<file path="config.mk">
export PLATFORM = sky130hd
export DESIGN_NAME = lives_display_ctrl
export DESIGN_NICKNAME = d
export VERILOG_FILES = /design/src/rtl/lives_display_ctrl_pkg.sv /design/src/rtl/lives_icon_scan.sv /design/src/rtl/lives_display_ctrl.sv
export SDC_FILE = /design/constraint.sdc
export NUM_CORES = 1
export LEC_CHECK = 0
export BUFFER_PORTS_ARGS = -buffer_cell sky130_fd_sc_hd__buf_2
export CAP_MARGIN = 5
export CORE_ASPECT_RATIO = 0.5
export CORE_MARGIN = 3
export CORE_UTILIZATION = 30
export DETAILED_ROUTE_END_ITERATION = 12
export PLACE_DENSITY_LB_ADDON = 0.1
export SYNTH_ARGS = -nofsm -noshare
export SYNTH_HDL_FRONTEND = slang
export SYNTH_SLANG_ARGS = --single-unit
</file>
<file path="constraint.sdc">
create_clock -name clk -period 9.59 [get_ports clk]
set_input_delay 0.959 -clock clk [delete_from_list [all_inputs] [get_ports clk]]
set_output_delay 0.959 -clock clk [all_outputs]
set_load 0.02 [all_outputs]
</file>
<file path="src/rtl/lives_display_ctrl_pkg.sv">
// Shared game types: life-flow states, icon geometry and the 11-bit screen coordinate.
// The coordinate type is shared with the bitmap modules.
package lives_display_ctrl_pkg;

  typedef enum logic [1:0] {
    ALIVE  = 2'd0,
    INVULN = 2'd1,
    OVER   = 2'd2
  } life_state_t;

  localparam int ICON_SIZE = 72;
  localparam int COORD_W   = 11;

  typedef logic [COORD_W-1:0] coord_t;

endpackage

</file>
<file path="src/rtl/lives_icon_scan.sv">
// Maps the scan pixel onto the icon row: parallel slot compare against constant
// slot starts, offset subtract, then one output register stage.
module lives_icon_scan
  import lives_display_ctrl_pkg::*;
#(
  parameter int MAX_LIVES = 5,
  parameter int ORIGIN_X  = 16,
  parameter int ORIGIN_Y  = 8,
  parameter int ICON_SIZE = lives_display_ctrl_pkg::ICON_SIZE,
  parameter int ICON_GAP  = 8
) (
  input  logic       clk,
  input  logic       resetN,
  input  coord_t     pixelX,
  input  coord_t     pixelY,
  input  logic [2:0] vis_lives,
  input  logic       hidden,
  output logic       InsideRectangle,
  output coord_t     offsetX,
  output coord_t     offsetY
);

  localparam int PITCH = ICON_SIZE + ICON_GAP;

  coord_t rel_x;
  coord_t rel_y;
  coord_t off_x;
  logic   in_row;
  logic   in_slot;
  logic   inside_c;

  always_comb begin
    rel_x   = pixelX - coord_t'(ORIGIN_X);
    rel_y   = pixelY - coord_t'(ORIGIN_Y);
    // Left of / above the origin wraps to a huge unsigned value, so reject it explicitly.
    in_row  = (pixelX >= coord_t'(ORIGIN_X)) && (pixelY >= coord_t'(ORIGIN_Y)) &&
              (rel_y < coord_t'(ICON_SIZE));
    in_slot = 1'b0;
    off_x   = '0;
    for (int k = 0; k < MAX_LIVES; k++) begin
      if ((3'(k) < vis_lives) && (rel_x >= coord_t'(k * PITCH)) &&
          (rel_x < coord_t'(k * PITCH + ICON_SIZE))) begin
        in_slot = 1'b1;
        off_x   = rel_x - coord_t'(k * PITCH);
      end
    end
    inside_c = in_row && in_slot && !hidden;
  end

  always_ff @(posedge clk) begin
    if (!resetN) begin
      InsideRectangle <= 1'b0;
      offsetX         <= '0;
      offsetY         <= '0;
    end else begin
      InsideRectangle <= inside_c;
      offsetX         <= inside_c ? off_x : '0;
      offsetY         <= inside_c ? rel_y : '0;
    end
  end

endmodule

</file>
<file path="src/rtl/lives_display_ctrl.sv">
// Life counter and hit/invulnerability/game-over FSM; visibility is latched per frame
// and handed to the icon scanner that time-shares one bitmap across the row.
module lives_display_ctrl
  import lives_display_ctrl_pkg::*;
#(
  parameter int MAX_LIVES     = 5,
  parameter int INIT_LIVES    = 3,
  parameter int ORIGIN_X      = 16,
  parameter int ORIGIN_Y      = 8,
  parameter int ICON_SIZE     = lives_display_ctrl_pkg::ICON_SIZE,
  parameter int ICON_GAP      = 8,
  parameter int INVULN_FRAMES = 120,
  parameter int BLINK_FRAMES  = 8
) (
  input  logic       clk,
  input  logic       resetN,
  input  logic       startOfFrame,
  input  coord_t     pixelX,
  input  coord_t     pixelY,
  input  logic       hit,
  input  logic       extraLife,
  input  logic       newGame,
  output logic       InsideRectangle,
  output coord_t     offsetX,
  output coord_t     offsetY,
  output logic [2:0] lives,
  output logic       invulnerable,
  output logic       gameOver
);

  localparam int BLINK_BIT = $clog2(BLINK_FRAMES);
  localparam int CNT_W     = ($clog2(INVULN_FRAMES) > BLINK_BIT) ? $clog2(INVULN_FRAMES)
                                                                 : BLINK_BIT + 1;
  localparam logic [CNT_W-1:0] LAST_FRAME = CNT_W'(INVULN_FRAMES - 1);

  life_state_t      state, state_nxt;
  logic [2:0]       lives_nxt;
  logic [CNT_W-1:0] cnt, cnt_nxt;
  logic [2:0]       vis_lives;
  logic             hidden, hidden_nxt;

  always_comb begin
    state_nxt = state;
    lives_nxt = lives;
    cnt_nxt   = cnt;
    if (newGame) begin
      state_nxt = ALIVE;
      lives_nxt = 3'(INIT_LIVES);
      cnt_nxt   = '0;
    end else begin
      case (state)
        ALIVE: begin
          if (hit) begin
            cnt_nxt = '0;
            if (lives > 3'd1) begin
              lives_nxt = lives - 3'd1;
              state_nxt = INVULN;
            end else begin
              lives_nxt = 3'd0;
              state_nxt = OVER;
            end
          end else if (extraLife && (lives < 3'(MAX_LIVES))) begin
            lives_nxt = lives + 3'd1;
          end
        end
        INVULN: begin
          // A same-cycle hit still outranks extraLife, even though the hit itself is ignored.
          if (!hit && extraLife && (lives < 3'(MAX_LIVES))) lives_nxt = lives + 3'd1;
          if (startOfFrame) begin
            if (cnt == LAST_FRAME) begin
              state_nxt = ALIVE;
              cnt_nxt   = '0;
            end else begin
              cnt_nxt = cnt + 1'b1;
            end
          end
        end
        OVER: lives_nxt = 3'd0;
        default: state_nxt = ALIVE;
      endcase
    end
    hidden_nxt = (state_nxt == INVULN) && cnt_nxt[BLINK_BIT];
  end

  always_ff @(posedge clk) begin
    if (!resetN) begin
      state     <= ALIVE;
      lives     <= 3'(INIT_LIVES);
      cnt       <= '0;
      vis_lives <= 3'(INIT_LIVES);
      hidden    <= 1'b0;
    end else begin
      state <= state_nxt;
      lives <= lives_nxt;
      cnt   <= cnt_nxt;
      // Icons only change on frame boundaries so nothing tears mid-frame.
      if (startOfFrame) begin
        vis_lives <= lives_nxt;
        hidden    <= hidden_nxt;
      end
    end
  end

  assign invulnerable = (state == INVULN);
  assign gameOver     = (state == OVER);

  lives_icon_scan #(
    .MAX_LIVES (MAX_LIVES),
    .ORIGIN_X  (ORIGIN_X),
    .ORIGIN_Y  (ORIGIN_Y),
    .ICON_SIZE (ICON_SIZE),
    .ICON_GAP  (ICON_GAP)
  ) u_scan (
    .clk             (clk),
    .resetN          (resetN),
    .pixelX          (pixelX),
    .pixelY          (pixelY),
    .vis_lives       (vis_lives),
    .hidden          (hidden),
    .InsideRectangle (InsideRectangle),
    .offsetX         (offsetX),
    .offsetY         (offsetY)
  );

endmodule

</file>
=== Yosys cells after proc, flatten, opt, wreduce, memory -nomap -nowiden ===
Cells that the tools add are included.

* Bitwise gates (word level): 1
* Add/sub/neg operators: 9
* Equal/unequal tests: 6
* $lt $le $gt $ge: 20
* Reductions and logical operators: 25
* Multiplexer cells: 27

{| class="wikitable"
|+ Operator list
! cell !! number
|-
| 11-bit 2-to-1 mux || 5
|-
| 11-bit by 8-bit greater-or-equal comparator with 1-bit output, second input constant || 2
|-
| 11-bit by 7-bit less-than comparator with 1-bit output, second input constant || 2
|-
| 11-bit by 8-bit less-than comparator with 1-bit output, second input constant || 2
|-
| 11-bit by 9-bit less-than comparator with 1-bit output, second input constant || 2
|-
| 11-bit by 8-bit subtractor with 11-bit output, second input constant || 2
|-
| 7-bit 2-to-1 mux || 3
|-
| 1-bit logical AND || 18
|-
| 3-bit 2-to-1 mux || 5
|-
| 7-bit one-hot mux with 2 select lines || 1
|-
| 11-bit by 1-bit greater-or-equal comparator with 1-bit output, second input constant || 1
|-
| 11-bit by 4-bit greater-or-equal comparator with 1-bit output, second input constant || 1
|-
| 11-bit by 5-bit greater-or-equal comparator with 1-bit output, second input constant || 1
|-
| 11-bit by 7-bit greater-or-equal comparator with 1-bit output, second input constant || 1
|-
| 11-bit by 9-bit greater-or-equal comparator with 1-bit output, second input constant || 1
|-
| 11-bit by 4-bit subtractor with 11-bit output, second input constant || 1
|-
| 11-bit by 5-bit subtractor with 11-bit output, second input constant || 1
|-
| 11-bit by 7-bit subtractor with 11-bit output, second input constant || 1
|-
| 11-bit by 9-bit subtractor with 11-bit output, second input constant || 1
|-
| 2-bit 2-to-1 mux || 5
|-
| 3-bit one-hot mux with 3 select lines || 1
|-
| 7-bit by 1-bit adder with 7-bit output, second input constant || 1
|-
| 7-bit equality test, second input constant || 1
|-
| 1-bit by 3-bit less-than comparator with 1-bit output, first input constant || 2
|-
| 19 further kinds || 27
|}

* Bits in registers: 39
* Output and inout port bits: 28
* Word-level logic and storage cells: 97

=== Longest topological paths before layout ===
Gate-level depths: netlist (run 1).

* Word-level depth: 12
* Gate-level depth with buffers: 14
* Depth with buffers taken out: 13

=== By module ===
From an unflattened synthesis (run 1), not the netlist that was laid out.

* Cell total of the unflattened synthesis: 320
* Area total of the unflattened synthesis: 2693.8 sq um

{| class="wikitable"
|+ By module, submodules not included
! module !! area an instance (sq um) !! sequential area each (sq um) !! times used !! cells an instance
|-
| lives_icon_scan || 1689.1 || 460.4 || 1 || 194
|-
| lives_display_ctrl || 1004.7 || 320.3 || 1 || 126
|}

=== Least setup slack after synthesis (run 1) ===
OpenSTA, ideal clock, no wires.

* Path kind: input port to flip-flop
* Start point: in pixelX[4]
* End point: reg u_scan.offsetX[2]
* Path buffers: 2
* Library setup time: 0.115 ns
* Arrival time: 3.718 ns
* Cell stages on the path: 14
* Required time: 9.475 ns
* Path slack: 5.757 ns
* Cells stage by stage: clkbuf_1 inv_1 ha_1 xor2_1 inv_1 ha_1 nor2b_1 o21ai_0 a211oi_1 o211ai_2 nand2_4 o311a_4 buf_6 and2_1

* Longest elaborated chain between the ends: 12
* Elaborated cells between the ends (all ways): 37
* Classes of those cells: add/sub (1); order compare (11); mux (10); reduce/logical (15)

{| class="wikitable"
|+ RTL lines
! element !! line !! text
|-
| start, declared || lives_display_ctrl.sv:18 || <nowiki>input coord_t pixelX,</nowiki>
|-
| 11-bit by 5-bit subtractor with 11-bit output || lives_icon_scan.sv:33 || <nowiki>rel_x = pixelX - coord_t'(ORIGIN_X);</nowiki>
|-
| 11-bit by 1-bit greater-or-equal comparator with 1-bit output || lives_icon_scan.sv:41 || <nowiki>if ((3'(k) < vis_lives) && (rel_x >= coord_t'(k * PITCH)) &&</nowiki>
|-
| 1-bit logical AND (2 in series) || lives_icon_scan.sv:41 ||
|-
| 1-bit 2-to-1 mux (5 in series) || lives_icon_scan.sv:41 ||
|-
| 1-bit logical AND (2 in series) || lives_icon_scan.sv:47 || <nowiki>inside_c = in_row && in_slot && !hidden;</nowiki>
|-
| 2-bit AND reduction (no source line) || - ||
|-
| end signal, assigned || lives_icon_scan.sv:57 || <nowiki>offsetX <= inside_c ? off_x : '0;</nowiki>
|-
| end, declared || lives_icon_scan.sv:19 || <nowiki>output coord_t offsetX,</nowiki>
|}

Several ways; a longest one is shown, not always the timed one.
A chain may end at the register's enable or synchronous reset.

=== Worst setup path in the final report (run 1) ===
* Start point: in pixelX[4]
* End point: reg u_scan.offsetX[8]

The elaborated chain is that of the path after synthesis.

==> metrics, run 1 <==
status=complete, no violations; Slew Viols, Final=0; Worst Hold Launch=cnt[6]; gpl congestion=~0.92; # Post-CTS Setup Buffers=0; final hold vios=0; critical path type=input port to flip-flop; # hold bufs at CTS=0; placed inst area=0.00298 sq mm; fillcell total=893; Reg2Reg Capture Point=u_scan.offsetX[8]; crit path capture type=flip-flop; post-route design area=between 0.003 and 0.004 sq mm; total power=about 0.0004 W; number of DRC markers in iteration 0=245; Post-layout nets=427; share of the synthesized area in the top cell type=30.0%; Synth Cell Area=0.00261 sq mm; Core ar.=0.00823 sq mm; First-pass DRT Iterations=4; CP delay by family, top=compound AO/OA/AOI/OAI gates; Hold/Removal Path Class=flip-flop to flip-flop; n_diodes=0; worst r2r src=vis_lives[2]; # resized after CTS=0; H-tree Lvls=2; Hold Crit Depth=1; RSZ-0062 raised after global routing=no; detailed placer's ending HPWL=5.58 mm; DR vias=approximately 2,500; Worst EP arrival=approximately 4.4 ns; Tcrit/Tclk final=between 40% and 50%; CTS Buf Count=5; std cell rows=23; CTS sink count=39; Synth cell types=64; fmax=between 0.2 and 0.25 GHz; final setup TNS=0 ns; worst r2r path cells=6; Synth area leaders=dfxtp_1 30%, ha_1 9.1%, a21oi_1 5.2%, nor2_1 4.2%, nand2_1 4.0%; Final setup viols=0; first-pass GRT wire length=11.1 mm; R2R setup slack=7.26 ns; P&R area growth vs syn=19.2%; drt drc=0; number of flops mapped to enable cells by yosys=0; synthesized area per cell=8.04 sq um; minimum clock period=4.16 ns; die footprint=0.00991 sq mm; power per cell area=between 100 and 150 mW/mm^2; startpoint types=input port; crit-path cells=buf_2, inv_1, ha_1, xor2_1, inv_1, ha_1, nand2_1, o21ai_0, o32ai_1, nand2_1, nor2b_1, o21ai_0, a21boi_0; Critical-path top delay cell=xor2_1; Main synth FF type=dfxtp_1; Synth top cells by count=39 x dfxtp_1, 29 x nor2_1, 28 x nand2_1; MaxCap Viol Count=0; Synthesis Warnings=0; Buf/Inv on CP=3; crit path max fanout=16; Worst-path clk slew=around 0.05 ns; root buffer cell=clkbuf_16; Pleak=1.34 nW; FFs w/ async S/R, synth=0%; vias per cell=5.12; Worst Path Required=9.78 ns; grt ovf=0; DR WL/cell=14.4 microns; sequential area share after synthesis=30.0%; Horiz. Die Dim=138 microns; largest net degree at the start of global routing=20; CTS tree=built; GR Util All Layers=between 10% and 20%; worst skew pair latency=0.27 ns; worst-case clock skew=0.00261 ns; Slew headroom=49.9%; # port buffers=55; Synth area leader=dfxtp_1; crit-path max cell delay=0.47 ns; hold endpoint=cnt[6]; Initial Utilization=31.7%; io pins=56; Max Root-Sink Buffers=2; Die H=71.9 microns; most frequent cell after synthesis=dfxtp_1; Final ANT Viol Nets=0; cell count after synthesis=324; flop and latch count out of synthesis=39; final WL=7.08 mm; Slew @ Worst Pin=0.744 ns; initial antenna violation count=0; vias in the first global route=2,250; layout cell share with drive strength beyond 1=19.3%; worst vdd ir=0.0000778 V
[final cells by class]
type	count	area, sq um	area share (%)
multi-input combinational	261	1710	55.2
clock buffer	6	129	4.15
timing repair buffer	55	275	8.86
sequential	39	781	25.1
tap	112	140	4.51
inverter	18	67.6	2.18
[flip-flops by register name, summed over array words and instances (netlist names)]
name,count
u_scan.offsetX,11
u_scan.offsetY,11
cnt,7
lives,3
vis_lives,3
state,2
hidden,1
u_scan.InsideRectangle,1
[worst max path at each step]
| stage | from | to | slack, ns | depth (start not counted) |
|---|---|---|---|---|
| floorplan | pixelX[4] | u_scan.offsetX[2] | 5.76 | 14 |
| global placement | pixelX[4] | u_scan.offsetX[8] | 5.30 | 13 |
| detailed placement | pixelX[4] | u_scan.offsetX[8] | 5.22 | 13 |
| CTS | pixelX[4] | u_scan.offsetX[8] | 5.51 | 13 |
| global route | pixelX[4] | u_scan.offsetX[8] | 5.17 | 13 |
| finish | pixelX[4] | u_scan.offsetX[8] | 5.43 | 13 |
[cells in the final DEF, fill, tap and decap left out, types with 6 or more instances in the layout]
| master | n |
|---|---|
| a21oi_1 | 27 |
| a31oi_1 | 6 |
| and2_1 | 13 |
| buf_2 | 55 |
| dfxtp_1 | 39 |
| ha_1 | 19 |
| inv_1 | 18 |
| nand2_1 | 28 |
| nand2b_1 | 10 |
| nand3_1 | 11 |
| nor2_1 | 29 |
| nor2b_1 | 12 |
| nor3_1 | 8 |
| o21ai_0 | 16 |
| xnor2_1 | 7 |
[per-layer routing]
layer  wire length, microns  part of all wire, %  GRT usage (%)
met1                   3360                   47           19.0
met2                   3330                   47           23.4
met3                    358                  5.1           2.63
met4                     29                 0.41           2.74
met5                      0                    0              0
[worst reg2reg max path, cell delays in order, from the launching register on]
cell and delay, ns:
dfxtp_1 0.51, o311ai_1 0.16, a211oi_1 0.53, nand2_1 0.30, nor2b_1 0.40, o21ai_0 0.18
a21boi_0 0.18
[cells by family after synthesis]
logic type	Yosys count	synth area share, %
mux	3	1.20
fa+ha+maj	19	9.12
xor+xnor	11	3.99
compound gates	89	23.3
buf+inv	27	4.75
simple gates	135	27.5
other cells	1	0.144
flops	39	30.0
[power by group]
| group | total, W | leakage, nW | switching (W) | internal, W |
|---|---|---|---|---|
| sequential | 0.000169 | 0.317 | 0.00000412 | 0.000165 |
| clock | 0.000148 | 0.0628 | 0.0000549 | 0.0000933 |
| combinational | 0.0000789 | 0.959 | 0.0000495 | 0.0000293 |
| total | 0.000396 | 1.34 | 0.000109 | 0.000288 |
[per-stage QoR]
stage / cells / hold WS [ns] / setup WS (ns) / util [%]
global route: 491 / 0.515 / 5.17 / 37.7
global placement: 485 / 0.460 / 5.30 / 36.2
detailed placement: 485 / 0.465 / 5.22 / 36.2
CTS: 491 / 0.478 / 5.51 / 37.7
finish: 491 / 0.479 / 5.43 / 37.7
floorplan: 327 / 0.441 / 5.76 / -
No activity file was read; power rests on OpenSTA's default activity.
==> run 2, diff against run 1 <==
--- a/config.mk
+++ b/config.mk
@@ -5,6 +5,7 @@
 export SDC_FILE = /design/constraint.sdc
 export NUM_CORES = 1
 export LEC_CHECK = 0
+export ABC_AREA = 1
 export BUFFER_PORTS_ARGS = -buffer_cell sky130_fd_sc_hd__buf_2
 export CAP_MARGIN = 5
 export CORE_ASPECT_RATIO = 0.5
==> constraint.sdc (replaced) <==
create_clock -name clk -period 3.35 [get_ports clk]
set_input_delay 0.335 -clock clk [delete_from_list [all_inputs] [get_ports clk]]
set_output_delay 0.335 -clock clk [all_outputs]
set_load 0.02 [all_outputs]
==> metrics, run 2 <==
status=complete, no violations; Worst-path clk slew=0.06 ns; synthesized area per cell=6.75 sq um; RSZ-0062 raised after global routing=no; Slew @ Worst Pin=approximately 0.65 ns; fmax=between 0.3 and 0.4 GHz; gpl congestion=0.878; number of flops mapped to enable cells by yosys=0; std cell rows=23; worst-case clock skew=0.00694 ns; Max Root-Sink Buffers=2; startpoint types=input port; Synthesis Warnings=0; total power=0.00130 W; # resized after CTS=0; Synth top cells by count=90 x nand2_1, 52 x inv_1, 42 x nor2_1; critical path type=input port to flip-flop; Worst Path Required=3.52 ns; CTS sink count=39; sequential area share after synthesis=between 20 and 30%; minimum clock period=2.86 ns; final WL=around 7.4 mm; DR vias=2,713; DR WL/cell=12.7 microns; layout cell share with drive strength beyond 1=21.8%; final setup TNS=0 ns; grt ovf=0; MaxCap Viol Count=0; Horiz. Die Dim=141 microns; Worst EP arrival=between 3 and 4 ns; fillcell total=907; GR Util All Layers=14.8%; # Post-CTS Setup Buffers=0; worst skew pair latency=0.29 ns; crit path capture type=flip-flop; Die H=about 73 microns; Largest regs=u_scan.offsetX (11), u_scan.offsetY (11), cnt (7); crit path max fanout=13; Core ar.=between 0.008 and 0.009 sq mm; flop and latch count out of synthesis=39; # hold bufs at CTS=0; Main synth FF type=dfxtp_1; vias in the first global route=around 2,500; CTS tree=built; power per cell area=391 mW/mm^2; most frequent cell after synthesis=nand2_1; number of DRC markers in iteration 0=between 100 and 150; commonest non-fill, non-tap cell in the layout=nand2_1; share of the synthesized area in the top cell type=28.6%; Initial Utilization=32.5%; n_diodes=0; FFs w/ async S/R, synth=0%; Synth area leader=dfxtp_1; CTS Buf Count=5; drt drc=0; # port buffers=55; Hold/Removal Path Class=input port to flip-flop; largest net degree at the start of global routing=17; Synth Cell Area=around 0.0027 sq mm; root buffer cell=clkbuf_16; Final ANT Viol Nets=0; H-tree Lvls=2; Pleak=1.67 nW; io pins=56; Slew Viols, Final=0; worst vdd ir=0.000169 V; most frequent cells in the layout=90 x nand2_1, 55 x buf_2, 52 x inv_1, 42 x nor2_1, 39 x dfxtp_1; die footprint=0.0104 sq mm; Slew headroom=a little under three fifths; Post-layout nets=between 500 and 600; detailed placer's ending HPWL=5.97 mm; cell count after synthesis=a little over 400; first-pass GRT wire length=approximately 12 mm; Final setup viols=0; First-pass DRT Iterations=5; final hold vios=0; P&R area growth vs syn=21.5%; vias per cell=4.68; Synth area leaders=dfxtp_1 29%, nand2_1 12%, ha_1 8.7%, inv_1 7.1%, nand3_1 6.2%; initial antenna violation count=0; Synth cell types=38; Tcrit/Tclk final=85.4%
run 2: changes by cell type after synthesis, sizes merged, moves of 12 or more:
cell | before | now
nor2 | 29 | 59
inv | 18 | 54
nand2 | 29 | 100
nor2b | 12 | 0
and2 | 13 | 0
nand3 | 11 | 34
run 2: area by class of cell:
| cell class | instances | area [sq um] | share of cell area [%] |
|---|---|---|---|
| multi-input cells | 308 | 1710 | 51.6 |
| flip-flops and latches | 39 | 781 | 23.5 |
| repair buffers | 58 | 298 | 8.97 |
| inverters | 55 | 211 | 6.37 |
| well taps | 112 | 140 | 4.22 |
| clock buffers | 6 | 139 | 4.18 |
| clock inverters | 2 | 38.8 | 1.17 |
run 2: kinds of logic after synthesis:
group                    count (synthesis)  synth area share, %
AO/OA/AOI/OAI                           53                 11.3
XOR/XNOR                                11                 3.53
adder cells (fa/ha/maj)                 19                 8.70
buffers and inverters                   61                 9.20
flip-flops                              39                 28.6
other                                    1                0.137
AND/OR/NAND/NOR                        221                 38.6
run 2: worst max-delay path: stages:
cell	delay [ns]
buf_2	0.11
inv_1	0.14
ha_1	0.33
xor2_1	0.56
inv_1	0.26
ha_1	0.30
nand3_1	0.09
nand3_1	0.07
nand2_1	0.06
nor2_1	0.05
nand2_2	0.18
nand2_4	0.08
nor2_4	0.12
nand2_4	0.09
nand2_4	0.20
a21oi_1	0.06
run 2: final timing paths:
kind                            startpoint           endpoint  slack (ns)  depth (start not counted)
worst max-delay path             pixelX[5]  u_scan.offsetX[6]        0.49                         16
worst min-delay path             pixelY[3]  u_scan.offsetY[3]        0.25                          2
worst max register to register    state[0]             cnt[6]        1.52                          9
worst min register to register      hidden             hidden        0.47                          2
run 2: where the power goes:
part           switching, W  leakage [nW]  internal [W]  total, W
combinational      0.000162          1.27     0.0000836  0.000245
sequential       0.00000832         0.317      0.000473  0.000481
clock              0.000199        0.0875      0.000374  0.000573
total              0.000369          1.67      0.000931   0.00130
run 2: layer usage:
metal  GRT usage (%)  share of wire (%)  wire length, microns  up-vias
li1                -                  -                     -     1434
met1            20.1                 50                  3710     1212
met2            23.6                 44                  3220       60
met3            3.97                4.8                   352        7
met4            3.76                1.4                   100        0
met5               0                  0                     0        -
run 2: stage by stage:
stage / hold slack [ns] / instances / util [%] / setup WS [ns] / instance area, sq um
2_1_floorplan: 0.402 / 408 / - / 0.679 / 2740
3_3_place_gp: 0.458 / 572 / 37.4 / 0.341 / 3140
3_5_place_dp: 0.460 / 572 / 37.4 / 0.259 / 3140
4_1_cts: 0.249 / 580 / 39.5 / 0.538 / 3320
5_1_grt: 0.255 / 580 / 39.5 / 0.259 / 3320
6_report: 0.254 / 580 / 39.5 / 0.488 / 3320
